--- config.mk ---
export PLATFORM = sky130hd
export DESIGN_NAME = vga_bounce_sprites_flat
export DESIGN_NICKNAME = d
export VERILOG_FILES = /design/src/rtl/vga_bounce_sprites_if.sv /design/src/rtl/vga_bounce_sprites.sv /design/src/flat_wrapper.sv
export SDC_FILE = /design/constraint.sdc
export NUM_CORES = 1
export LEC_CHECK = 0
export CORE_MARGIN = 3
export CORE_UTILIZATION = 33
export CTS_CLUSTER_SIZE = 30
export DETAILED_ROUTE_END_ITERATION = 12
export PLACE_DENSITY_LB_ADDON = 0.15
export SETUP_SLACK_MARGIN = 0.4
export SLEW_MARGIN = 0
export SYNTH_ARGS = -nofsm -noshare
export SYNTH_HDL_FRONTEND = slang
export SYNTH_SLANG_ARGS = --single-unit
--- constraint.sdc ---
create_clock -name clk -period 6.1 [get_ports clk]
set_clock_uncertainty 0.2 [all_clocks]
set_input_delay 0.61 -clock clk [delete_from_list [all_inputs] [get_ports clk]]
set_output_delay 0.61 -clock clk [all_outputs]
set_load 0.05 [all_outputs]
--- src/rtl/vga_bounce_sprites_if.sv ---
// vga_bounce_sprites_if: sync-generator inputs, speed controls and render/status outputs of the sprite engine.
interface vga_bounce_sprites_if #(
  parameter int NUM_SPRITES = 2,
  parameter int SPEED_W     = 4,
  parameter int COORD_W     = 10
);
  logic                           frame_tick;
  logic                           freeze;
  logic                           video_active;
  logic [COORD_W-1:0]             pix_x;
  logic [COORD_W-1:0]             pix_y;
  logic [NUM_SPRITES*SPEED_W-1:0] speed_x;
  logic [NUM_SPRITES*SPEED_W-1:0] speed_y;
  logic [5:0]                     rgb;
  logic                           overlap;
  logic [7:0]                     bounce_count;
  logic                           busy;
  modport master (
    output frame_tick, freeze, video_active, pix_x, pix_y, speed_x, speed_y,
    input  rgb, overlap, bounce_count, busy
  );
  modport slave (
    input  frame_tick, freeze, video_active, pix_x, pix_y, speed_x, speed_y,
    output rgb, overlap, bounce_count, busy
  );
endinterface

--- src/rtl/vga_bounce_sprites.sv ---
// vga_bounce_sprites: N bouncing squares updated one per cycle after frame_tick, rendered into registered RGB.
module vga_bounce_sprites #(
  parameter int NUM_SPRITES  = 2,
  parameter int SPRITE_SIZE  = 50,
  parameter int H_ACTIVE     = 640,
  parameter int V_ACTIVE     = 480,
  parameter int BORDER_WIDTH = 2,
  parameter int SPEED_W      = 4,
  parameter int COORD_W      = 10
) (
  input logic clk,
  input logic rst_n,
  vga_bounce_sprites_if.slave bus
);
  localparam int CW1 = COORD_W + 1;
  localparam int IW  = NUM_SPRITES > 1 ? $clog2(NUM_SPRITES) : 1;
  localparam logic [5:0] PALETTE [4] = '{6'b100100, 6'b001111, 6'b110011, 6'b111100};
  typedef enum logic {IDLE, UPDATE} state_t;
  state_t state, state_nx;
  logic [IW-1:0] idx;
  logic [COORD_W-1:0] xs [NUM_SPRITES];
  logic [COORD_W-1:0] ys [NUM_SPRITES];
  logic [NUM_SPRITES-1:0] dx, dy, hit;
  logic [COORD_W:0] nx, ny;
  logic [8:0] bsum;
  logic [7:0] bounce_q;
  logic [5:0] rgb_q, spr_rgb;
  logic overlap_q, acc, border, hit_multi;
  // Returns {flip, new_pos}; a blocked move flips direction and holds position
  function automatic logic [COORD_W:0] step_axis(input logic [COORD_W-1:0] pos, input logic dir,
                                                 input logic [SPEED_W-1:0] spd, input int limit);
    logic [COORD_W:0] sum;
    sum = CW1'(pos) + CW1'(SPRITE_SIZE) + CW1'(spd);
    step_axis = spd == '0 ? {1'b0, pos} :
                !dir ? (sum <= CW1'(limit) ? {1'b0, pos + COORD_W'(spd)} : {1'b1, pos}) :
                (pos >= COORD_W'(spd) ? {1'b0, pos - COORD_W'(spd)} : {1'b1, pos});
  endfunction
  assign nx = step_axis(xs[idx], dx[idx], bus.speed_x[idx*SPEED_W +: SPEED_W], H_ACTIVE);
  assign ny = step_axis(ys[idx], dy[idx], bus.speed_y[idx*SPEED_W +: SPEED_W], V_ACTIVE);
  assign bsum = {1'b0, bounce_q} + 9'(nx[COORD_W]) + 9'(ny[COORD_W]);
  always_ff @(posedge clk or negedge rst_n)
    if (!rst_n) state <= IDLE;
    else state <= state_nx;
  always_comb
    state_nx = state == IDLE ? ((bus.frame_tick && !bus.freeze) ? UPDATE : IDLE)
                             : (idx == IW'(NUM_SPRITES - 1) ? IDLE : UPDATE);
  always_comb bus.busy = state == UPDATE;
  always_ff @(posedge clk or negedge rst_n)
    if (!rst_n) begin
      idx <= '0;
      dx <= '0;
      dy <= '0;
      bounce_q <= '0;
      for (int i = 0; i < NUM_SPRITES; i++) begin
        xs[i] <= COORD_W'(i * SPRITE_SIZE);
        ys[i] <= '0;
      end
    end else begin
      idx <= state == UPDATE ? idx + IW'(1) : '0;
      if (state == UPDATE) begin
        xs[idx] <= nx[COORD_W-1:0];
        ys[idx] <= ny[COORD_W-1:0];
        dx[idx] <= dx[idx] ^ nx[COORD_W];
        dy[idx] <= dy[idx] ^ ny[COORD_W];
        bounce_q <= bsum[8] ? 8'hff : bsum[7:0];
      end
    end
  always_comb begin
    hit = '0;
    spr_rgb = '0;
    for (int i = 0; i < NUM_SPRITES; i++)
      hit[i] = bus.pix_x >= xs[i] && CW1'(bus.pix_x) < CW1'(xs[i]) + CW1'(SPRITE_SIZE) &&
               bus.pix_y >= ys[i] && CW1'(bus.pix_y) < CW1'(ys[i]) + CW1'(SPRITE_SIZE);
    for (int i = NUM_SPRITES - 1; i >= 0; i--)
      spr_rgb = hit[i] ? PALETTE[i] : spr_rgb;
  end
  assign border = bus.pix_x < COORD_W'(BORDER_WIDTH) || bus.pix_x >= COORD_W'(H_ACTIVE - BORDER_WIDTH) ||
                  bus.pix_y < COORD_W'(BORDER_WIDTH) || bus.pix_y >= COORD_W'(V_ACTIVE - BORDER_WIDTH);
  // Clearing the lowest set bit leaves something only when two or more sprites hit
  assign hit_multi = bus.video_active && |(hit & (hit - NUM_SPRITES'(1)));
  always_ff @(posedge clk or negedge rst_n)
    if (!rst_n) begin
      rgb_q <= '0;
      overlap_q <= 1'b0;
      acc <= 1'b0;
    end else begin
      rgb_q <= !bus.video_active ? 6'd0 : border ? 6'b111111 : spr_rgb;
      overlap_q <= bus.frame_tick ? acc : overlap_q;
      acc <= bus.frame_tick ? hit_multi : acc | hit_multi;
    end
  assign bus.rgb = rgb_q;
  assign bus.overlap = overlap_q;
  assign bus.bounce_count = bounce_q;
endmodule
--- src/flat_wrapper.sv ---
// flat-port wrapper written by rule: the top's interface ports become plain ports
module vga_bounce_sprites_flat 
#(
  parameter int NUM_SPRITES  = 2,
  parameter int SPRITE_SIZE  = 50,
  parameter int H_ACTIVE     = 640,
  parameter int V_ACTIVE     = 480,
  parameter int BORDER_WIDTH = 2,
  parameter int SPEED_W      = 4,
  parameter int COORD_W      = 10
)
  (clk, rst_n, bus_frame_tick, bus_freeze, bus_video_active, bus_pix_x, bus_pix_y, bus_speed_x, bus_speed_y, bus_rgb, bus_overlap, bus_bounce_count, bus_busy);
  vga_bounce_sprites_if #(.NUM_SPRITES(NUM_SPRITES), .SPEED_W(SPEED_W), .COORD_W(COORD_W)) bus_i ();
  input logic clk;
  input logic rst_n;
  input wire logic [$bits(bus_i.frame_tick)-1:0] bus_frame_tick;
  input wire logic [$bits(bus_i.freeze)-1:0] bus_freeze;
  input wire logic [$bits(bus_i.video_active)-1:0] bus_video_active;
  input wire logic [$bits(bus_i.pix_x)-1:0] bus_pix_x;
  input wire logic [$bits(bus_i.pix_y)-1:0] bus_pix_y;
  input wire logic [$bits(bus_i.speed_x)-1:0] bus_speed_x;
  input wire logic [$bits(bus_i.speed_y)-1:0] bus_speed_y;
  output wire logic [$bits(bus_i.rgb)-1:0] bus_rgb;
  output wire logic [$bits(bus_i.overlap)-1:0] bus_overlap;
  output wire logic [$bits(bus_i.bounce_count)-1:0] bus_bounce_count;
  output wire logic [$bits(bus_i.busy)-1:0] bus_busy;
  assign bus_i.frame_tick = bus_frame_tick;
  assign bus_i.freeze = bus_freeze;
  assign bus_i.video_active = bus_video_active;
  assign bus_i.pix_x = bus_pix_x;
  assign bus_i.pix_y = bus_pix_y;
  assign bus_i.speed_x = bus_speed_x;
  assign bus_i.speed_y = bus_speed_y;
  assign bus_rgb = bus_i.rgb;
  assign bus_overlap = bus_i.overlap;
  assign bus_bounce_count = bus_i.bounce_count;
  assign bus_busy = bus_i.busy;
  vga_bounce_sprites #(.NUM_SPRITES(NUM_SPRITES), .SPRITE_SIZE(SPRITE_SIZE), .H_ACTIVE(H_ACTIVE), .V_ACTIVE(V_ACTIVE), .BORDER_WIDTH(BORDER_WIDTH), .SPEED_W(SPEED_W), .COORD_W(COORD_W)) u_core (.clk(clk), .rst_n(rst_n), .bus(bus_i));
endmodule
Yosys cells after proc, flatten, opt, wreduce, memory -nomap -nowiden. Index checks and enable logic that the tools add are counted.

Add/subtract/negate cells: 16. Multiply operators: 0. Div/mod/pow operators: 0. $lt $le $gt $ge: 20. Eq/ne operators: 0. Shifts and indexed selects: 2. Mux-type cells: 36. Bitwise logic cells: 5. Reductions and logical operators: 17.

Operator list (number): two-way mux 11 bit (8); two-way mux 10 bit (7); adder 10 x 6 -> 11 bit, second input constant (6); less-than comparator 10 x 11 -> 1 bit (4); bitwise mux 20 bit (2); greater-or-equal comparator 10 bit (4); adder 11 x 4 -> 11 bit (2); adder 10 x 4 -> 10 bit (2); greater-or-equal comparator 10 x 4 -> 1 bit (2); less-than comparator 10 x 2 -> 1 bit, second input constant (2); subtractor 10 x 4 -> 10 bit (2); two-way mux 6 bit (3); indexed part select 8 x 4 -> 4 bit (2); <= comparator 11 x 10 -> 1 bit, second input constant (1); <= comparator 11 x 9 -> 1 bit, second input constant (1); demux 10 bit (select 1 bit) (1); greater-or-equal comparator 10 bit, second input constant (1); greater-or-equal comparator 10 x 9 -> 1 bit, second input constant (1); logical AND 1 bit (10); two-way mux 1 bit (10); adder 8 x 1 -> 9 bit (1); adder 9 x 1 -> 9 bit (1); zero test 4 bit (2); two-way mux 8 bit (1); 16 further kinds (20).

Bits in registers: 62. Latch bits: 0. Memory bits (writable): 0. ROM bits: 0. Output and inout port bits: 16. Word-level logic and storage cells: 108. Memories: 0.

Depth between registers and ports, before layout. Gate-level depths: netlist (run 1).

Depth after elaboration: 13. Mapped depth: 27.

Worst setup path before layout (run 1). No wires, ideal clock.

Path kind: register to register. Start: reg u_core.idx. End: reg u_core.bounce_q[2], in the netlist u_core.bus.bounce_count[2]. Arrival time: 4.935 ns. Required time: 5.822 ns. Setup slack: 0.888 ns. Cell stages (with the launch flop): 27. Buffers on the path: 7. Clock period less this slack: 5.212 ns. Cells stage by stage: dfrtp_1 -> buf_2 -> buf_6 -> buf_6 -> buf_2 -> buf_2 -> buf_1 -> nand2_1 -> o21a_1 -> ha_1 -> inv_1 -> ha_1 -> inv_1 -> fa_1 -> xor2_1 -> nand4b_1 -> nor4b_1 -> o21ai_1 -> a211oi_2 -> nor2_2 -> buf_6 -> a21oi_1 -> nor2_1 -> fa_1 -> and3_1 -> nor2b_1 -> a21oi_1.

Longest elaborated chain between the ends: 13. Elaborated cells between the ends (all ways): 34. Those cells by class: add/sub: 6; order compare: 4; shift: 2; mux: 19; bitwise: 1; reduce/logical: 2.

RTL lines: start: declaration (RTL line vga_bounce_sprites.sv:20) `logic [IW-1:0] idx;`; start signal: assignment (RTL line vga_bounce_sprites.sv:59) `idx <= state == UPDATE ? idx + IW'(1) : '0;`; inverter 1 -> 2 bit (implied by the code) (RTL line vga_bounce_sprites.sv:38, vga_bounce_sprites.sv:39); two-way mux 10 bit (implied by the code) (3 in a row) (RTL line vga_bounce_sprites.sv:38) `assign nx = step_axis(xs[idx], dx[idx], bus.speed_x[idx*SPEED_W +: SPEED_W], H_ACTIVE);`; adder 10 x 6 -> 11 bit (RTL line vga_bounce_sprites.sv:33) `sum = CW1'(pos) + CW1'(SPRITE_SIZE) + CW1'(spd);`; adder 11 x 4 -> 11 bit (RTL line vga_bounce_sprites.sv:33); <= comparator 11 x 10 -> 1 bit (RTL line vga_bounce_sprites.sv:35) `!dir ? (sum <= CW1'(limit) ? {1'b0, pos + COORD_W'(spd)} : {1'b1, pos}) :`; two-way mux 11 bit (2 in a row) (RTL line vga_bounce_sprites.sv:35); two-way mux 11 bit (RTL line vga_bounce_sprites.sv:34) `step_axis = spd == '0 ? {1'b0, pos} :`; adder 8 x 1 -> 9 bit (RTL line vga_bounce_sprites.sv:40) `assign bsum = {1'b0, bounce_q} + 9'(nx[COORD_W]) + 9'(ny[COORD_W]);`; adder 9 x 1 -> 9 bit (*) (RTL line vga_bounce_sprites.sv:40); two-way mux 8 bit (*) (RTL line vga_bounce_sprites.sv:65) `bounce_q <= bsum[8] ? 8'hff : bsum[7:0];`; end signal: assignment (RTL line vga_bounce_sprites.sv:65); end: declaration (RTL line vga_bounce_sprites.sv:26) `logic [7:0] bounce_q;`.

Every way passes the cells marked *; elsewhere a longest branch is shown, timed or not. The select of a mux whose other input is x is not followed. A chain may end at the register's enable or synchronous reset.

Final worst setup path (run 1). Ends and elaborated chain as after synthesis.

==> results.py, run 1 <==
metrics = {
    "routing": {
        "highest_layer": "met4",
        "viasPerCell": 5.33,
        "drtPass1Iterations": 4,
        "wl_met2_um": 8660,
        "drcViolationCount": 0,
        "drt-total-wl_um": 20100,
        "met1_length_um": 10400,
        "drt_iter0_drc": 312,
        "ant_nets": 0,
        "vias": 6351,
        "met3_wirelength_um": 771,
        "avgRoutedWirePerCell_um": 16.9,
    },
    "run_status": {
        "status": "finished clean",
    },
    "synthesis": {
        "synth_cells": 860,
        "syn_nets": 1028,
        "yosys.area_share.adder": 0.226,
        "yosysWarnings": 0,
        "synth-edff-count": 0,
        "seq_area_frac_synth": 0.205,
        "synthMuxAreaShare": 0.0447,
        "synthArstFlopShare": 1.00,
        "syn-cell-area_mm2": 0.00733,
        "ys.flop_type": "dfrtp_1",
        "synth_top_family_by_area": "adder cells",
        "synthSimpleGateAreaFrac": 0.168,
        "yosysTopAreaCell": "ha_1",
        "synth-compound-area-share": 0.222,
        "avgSynthCellArea_um2": 8.52,
        "synthTopCellsByArea": "ha_1 20%, dfrtp_1 19%, xnor2_1 6.5%, a21oi_1 4.3%, inv_1 4.1%",
        "ys_ff_latch": 60,
        "ys_types": 85,
        "synth_xor_area_frac": 0.0715,
        "synth_top_area_frac": 0.201,
    },
    "die": {
        "rows": 53,
        "die_area_mm2": 0.0240,
        "floorplan.initialDensity": 0.342,
        "die_w_um": 155,
        "coreArea_mm2": 0.0214,
        "io_pins": 57,
        "dieHeight_um": 155,
    },
    "worst_setup_path": {
        "crit_start": "u_core.idx",
        "endpoint_kind": "flop",
        "critPathLaunchType": "flop",
        "critPathMaxFanout": 29,
        "slowest_delay_ns": 0.84,
        "arrival_ns": 5.22,
        "critPathSlowestCell": "dfrtp_2",
        "critical_path.cell_chain": "buf_4 -> nand2_1 -> o21a_1 -> ha_1 -> inv_1 -> ha_1 -> inv_1 -> fa_1 -> xor2_1 -> nand4b_1 -> a311oi_1 -> o21ai_1 -> a211oi_2 -> nor2_2 -> a21oi_1 -> nor2_1 -> fa_1 -> and3_1 -> nor2b_1 -> a21oi_1",
        "crit_buf_inv": 3,
        "crit_type": "flop to flop",
        "cp.required_ns": 6.16,
        "critPathTopFamily": "adder cells",
        "reg2reg_from": "u_core.idx",
    },
    "final_layout": {
        "syn2layout_area_growth_pct": 15.3,
        "diodes": 0,
        "drive_gt1_frac": 0.0698,
        "layout.nets": 1080,
    },
    "global_routing": {
        "grt_pass1_wl_um": 32800,
        "grt_pass1_vias": 6081,
        "grtUsageTotal": 0.168,
        "grt_antenna_before_repair": 0,
        "grt_max_degree": 61,
        "grt_overflow": 0,
    },
    "clocking": {
        "postCtsHoldBufs": 0,
        "cts.sinks": 60,
        "cts_buffer_depth": 2,
        "cts_resized": 0,
        "cts_buffers": 9,
        "h-tree-depth": 3,
        "post_cts_buffers": 0,
        "clk_latency_ns": 0.33,
        "cts_tree": "built",
        "root_buffer": "clkbuf_16",
        "clk_pin_slew_ns": 0.05,
    },
    "timing": {
        "finalCriticalPeriod_ns": 5.16,
        "setup_viol": 0,
        "relSlewSlack": 0.230,
        "final.setup.tns_ns": 0,
        "worstMarginPinSlew_ns": 1.14,
        "rsz0062_at_grt": "false",
        "finalCritPeriodShare": 0.846,
        "max_freq_ghz": 0.194,
        "hold_viol": 0,
        "drv_slew": 0,
    },
    "worst_hold_path": {
        "hp-class": "input pin to async pin",
    },
    "place": {
        "hpwl_um": 16500,
        "port_buffers": 56,
        "gp_congestion": 0.878,
    },
    "flow_run": {
        "drv_cap": 0,
    },
}
layout make-up:
class / instances / area (um^2)
clock buffer: 12 / 256
clock inverter: 4 / 47.5
fill: 2201 / 13000
inverter: 83 / 312
multi-input combinational: 694 / 5370
sequential: 60 / 1510
tap: 275 / 344
timing repair buffer: 64 / 616
logic make-up after synthesis:
logic type / count (synthesis)
mux: 29
simple gates: 239
buf+inv: 106
compound gates: 240
flops: 60
xor+xnor: 59
fa+ha+maj: 127
cell usage after synthesis, types with 11 or more instances:
cell type,count
nor2_1,55
nor3_1,31
o31ai_1,12
nand3_1,12
o21a_1,15
nand2_1,58
nand2b_1,14
mux2i_1,16
nor2b_1,11
ha_1,118
a21o_1,14
inv_1,81
o21ai_1,15
a21oi_1,63
xnor2_1,54
o21ai_0,32
dfrtp_1,57
cells in the final DEF (no fill, tap or decap), types with 10 or more instances in the layout:
| master | instances |
|---|---|
| o21ai_0 | 32 |
| o31ai_1 | 12 |
| xnor2_1 | 54 |
| o21ai_1 | 15 |
| nand3_1 | 12 |
| nand2b_1 | 14 |
| nor3_1 | 31 |
| nand2_1 | 58 |
| ha_1 | 118 |
| o21a_1 | 15 |
| mux2i_1 | 16 |
| clkdlybuf4s50_1 | 55 |
| nor4_1 | 10 |
| nor2_1 | 55 |
| inv_1 | 81 |
| nor2b_1 | 11 |
| a21oi_1 | 63 |
| nand4_1 | 10 |
| a21o_1 | 14 |
| dfrtp_1 | 56 |
| a31oi_1 | 10 |
stage by stage:
step	area [um^2]	hold WS [ns]	utilization	setup slack, ns	std cells
6_report	8450	0.239	0.394	0.940	1192
5_1_grt	8450	0.310	0.394	0.498	1192
4_1_cts	8450	0.268	0.394	0.896	1192
3_5_place_dp	8140	0.297	0.380	0.891	1176
3_3_place_gp	8140	0.292	0.380	1.01	1176
2_1_floorplan	7330	0.114	-	0.888	860
final timing paths:
kind	end	slack, ns	cells past startpoint
hold reg to reg	u_core.bus.overlap	0.30	1
hold / removal	u_core.ys[10]	0.24	2
setup / recovery	u_core.bus.bounce_count[2]	0.94	20
max in group asynchronous	u_core.idx	4.87	2
min in group clk	u_core.bus.overlap	0.30	1
setup reg to reg	u_core.bus.bounce_count[2]	0.94	20
routing by layer:
metal / vias up / track usage
li1: 3221 / -
met1: 2979 / 0.251
met2: 132 / 0.256
met3: 19 / 0.0223
met4: 0 / 0.0421
met5: - / 0
sequential cells by signal, summed over array words and instances (netlist names):
register                 flops
u_core.ys                   20
u_core.bus.overlap           1
u_core.bus.busy              1
u_core.bus.bounce_count      8
u_core.xs                   20
u_core.dy                    2
u_core.bus.rgb               4
u_core.idx                   1
u_core.dx                    2
u_core.acc                   1
Power of run 1 is not shown: default switching activity piles up to over one toggle a cycle in this logic, so the estimate is an artifact.
==> inputs of run 2 (changes only) <==
==> constraint.sdc (replaced) <==
create_clock -name clk -period 4.4 [get_ports clk]
set_clock_uncertainty 0.2 [all_clocks]
set_input_delay 0.44 -clock clk [delete_from_list [all_inputs] [get_ports clk]]
set_output_delay 0.44 -clock clk [all_outputs]
set_load 0.05 [all_outputs]
==> results.py, run 2 (synthesis gave the netlist of run 1 again) <==
metrics = {
    "global_routing": {
        "grt_pass1_vias": 6595,
        "grt_pass1_wl_um": 34500,
        "grt_max_degree": 39,
        "grtUsageTotal": 0.176,
        "grt_antenna_before_repair": 0,
        "grt_overflow": 0,
    },
    "routing": {
        "vias": 6537,
        "ant_nets": 0,
        "drtPass1Iterations": 4,
        "drt_iter0_drc": 295,
        "drcViolationCount": 0,
        "avgRoutedWirePerCell_um": 17.0,
        "drt-total-wl_um": 21300,
        "viasPerCell": 5.23,
    },
    "die": {
        "coreArea_mm2": 0.0214,
        "die_w_um": 155,
        "dieHeight_um": 155,
        "io_pins": 57,
        "floorplan.initialDensity": 0.342,
        "die_area_mm2": 0.0240,
        "rows": 53,
    },
    "clocking": {
        "cts_buffers": 9,
        "cts_tree": "built",
        "cts.sinks": 60,
        "clk_latency_ns": 0.33,
        "h-tree-depth": 3,
        "postCtsHoldBufs": 0,
        "cts_buffer_depth": 2,
        "clk_pin_slew_ns": 0.06,
        "root_buffer": "clkbuf_16",
    },
    "place": {
        "gp_congestion": 0.867,
        "port_buffers": 56,
        "post-place-ws_ns": -0.0812,
        "hpwl_um": 17200,
    },
    "timing": {
        "finalCriticalPeriod_ns": 4.21,
        "relSlewSlack": 0.391,
        "max_freq_ghz": 0.238,
        "worstMarginPinSlew_ns": 0.913,
        "setup_viol": 0,
        "rsz0062_at_grt": "true",
        "finalCritPeriodShare": 0.956,
        "drv_slew": 0,
        "hold_viol": 0,
        "setup_ws_ns": 0.192,
    },
    "final_layout": {
        "most-common-layout-cells": "111 x ha_1, 75 x inv_1, 57 x nand2_1",
        "mostFrequentLayoutCell": "ha_1",
        "layout.nets": 1138,
        "drive_gt1_frac": 0.185,
        "diodes": 0,
        "syn2layout_area_growth_pct": 27.6,
    },
    "worst_setup_path": {
        "cp.required_ns": 4.45,
        "critPathCapture": "u_core.bus.bounce_count[2]",
        "reg2reg_from": "u_core.idx",
        "critPathLaunchType": "flop",
        "critPathMaxFanout": 8,
        "crit_type": "flop to flop",
        "arrival_ns": 4.26,
        "crit_start": "u_core.idx",
        "rrSetupSlack_ns": 0.19,
        "r2r_cells": 20,
        "rr_endpoint": "u_core.bus.bounce_count[2]",
        "endpoint_kind": "flop",
    },
    "run_status": {
        "status": "finished clean",
    },
    "flow_run": {
        "drv_cap": 0,
    },
    "worst_hold_path": {
        "hp-class": "input pin to async pin",
    },
}
run 2: worst min-delay path by stage:
stage | depth (start not counted) | slack (ns) | endpoint | startpoint
after floorplan | 0 | -0.06 | u_core.acc | rst_n
after global placement | 2 | 0.28 | u_core.dx[1] | u_core.dx[1]
after detailed placement | 2 | 0.29 | u_core.dx[0] | u_core.dx[0]
after CTS | 1 | 0.07 | u_core.ys[0] | rst_n
after global routing | 1 | 0.11 | u_core.ys[0] | rst_n
final | 1 | 0.03 | u_core.ys[0] | rst_n
run 2: worst max-delay path, cell delays in order (launching register included):
cell and delay [ns]:
dfrtp_2 0.43, buf_12 0.14, buf_12 0.13, mux2_4 0.32, inv_4 0.06, ha_4 0.20
inv_4 0.05, ha_4 0.12, inv_2 0.04, fa_2 0.36, o21bai_1 0.16, a21oi_2 0.10
o31a_1 0.31, xnor2_2 0.17, o211a_4 0.20, nor2_4 0.04, o21a_4 0.22, fa_2 0.43
and3_4 0.18, nor2b_4 0.13, a21oi_2 0.13
run 2: through the flow:
step,cells,cell area (um^2),hold WS [ns],setup TNS (ns),util
after floorplan,860,7520,-0.0556,-1.47,-
after global placement,1222,8650,0.284,-0.0337,0.404
after detailed placement,1222,8650,0.292,-0.384,0.404
after CTS,1248,9160,0.0725,0,0.428
after global routing,1250,9350,0.105,-0.0919,0.437
final,1250,9350,0.0329,0,0.437
run 2: timing repair:
action | in CTS | in global routing
endpoints found under the setup margin | 22 | 42
setup buffers | 10 | 1
pin swaps | 29 | 21
resized for setup | 30 | 33
cloned | 0 | 1
run 2: per-layer routing:
metal	GRT usage	wire, um	vias up
met2	0.326	10800	93
met1	0.220	9650	3086
li1	-	-	3341
met3	0.0209	532	17
met5	0	0	-
met4	0.0328	255	0
run 2: layout make-up:
type,count,area (um^2)
clock inverter,5,52.6
tap,275,344
fill,2134,12100
clock buffer,11,243
multi-input combinational,694,5770
timing repair buffer,122,1120
inverter,83,317
sequential,60,1510
Power of run 2 is left out for the same reason.
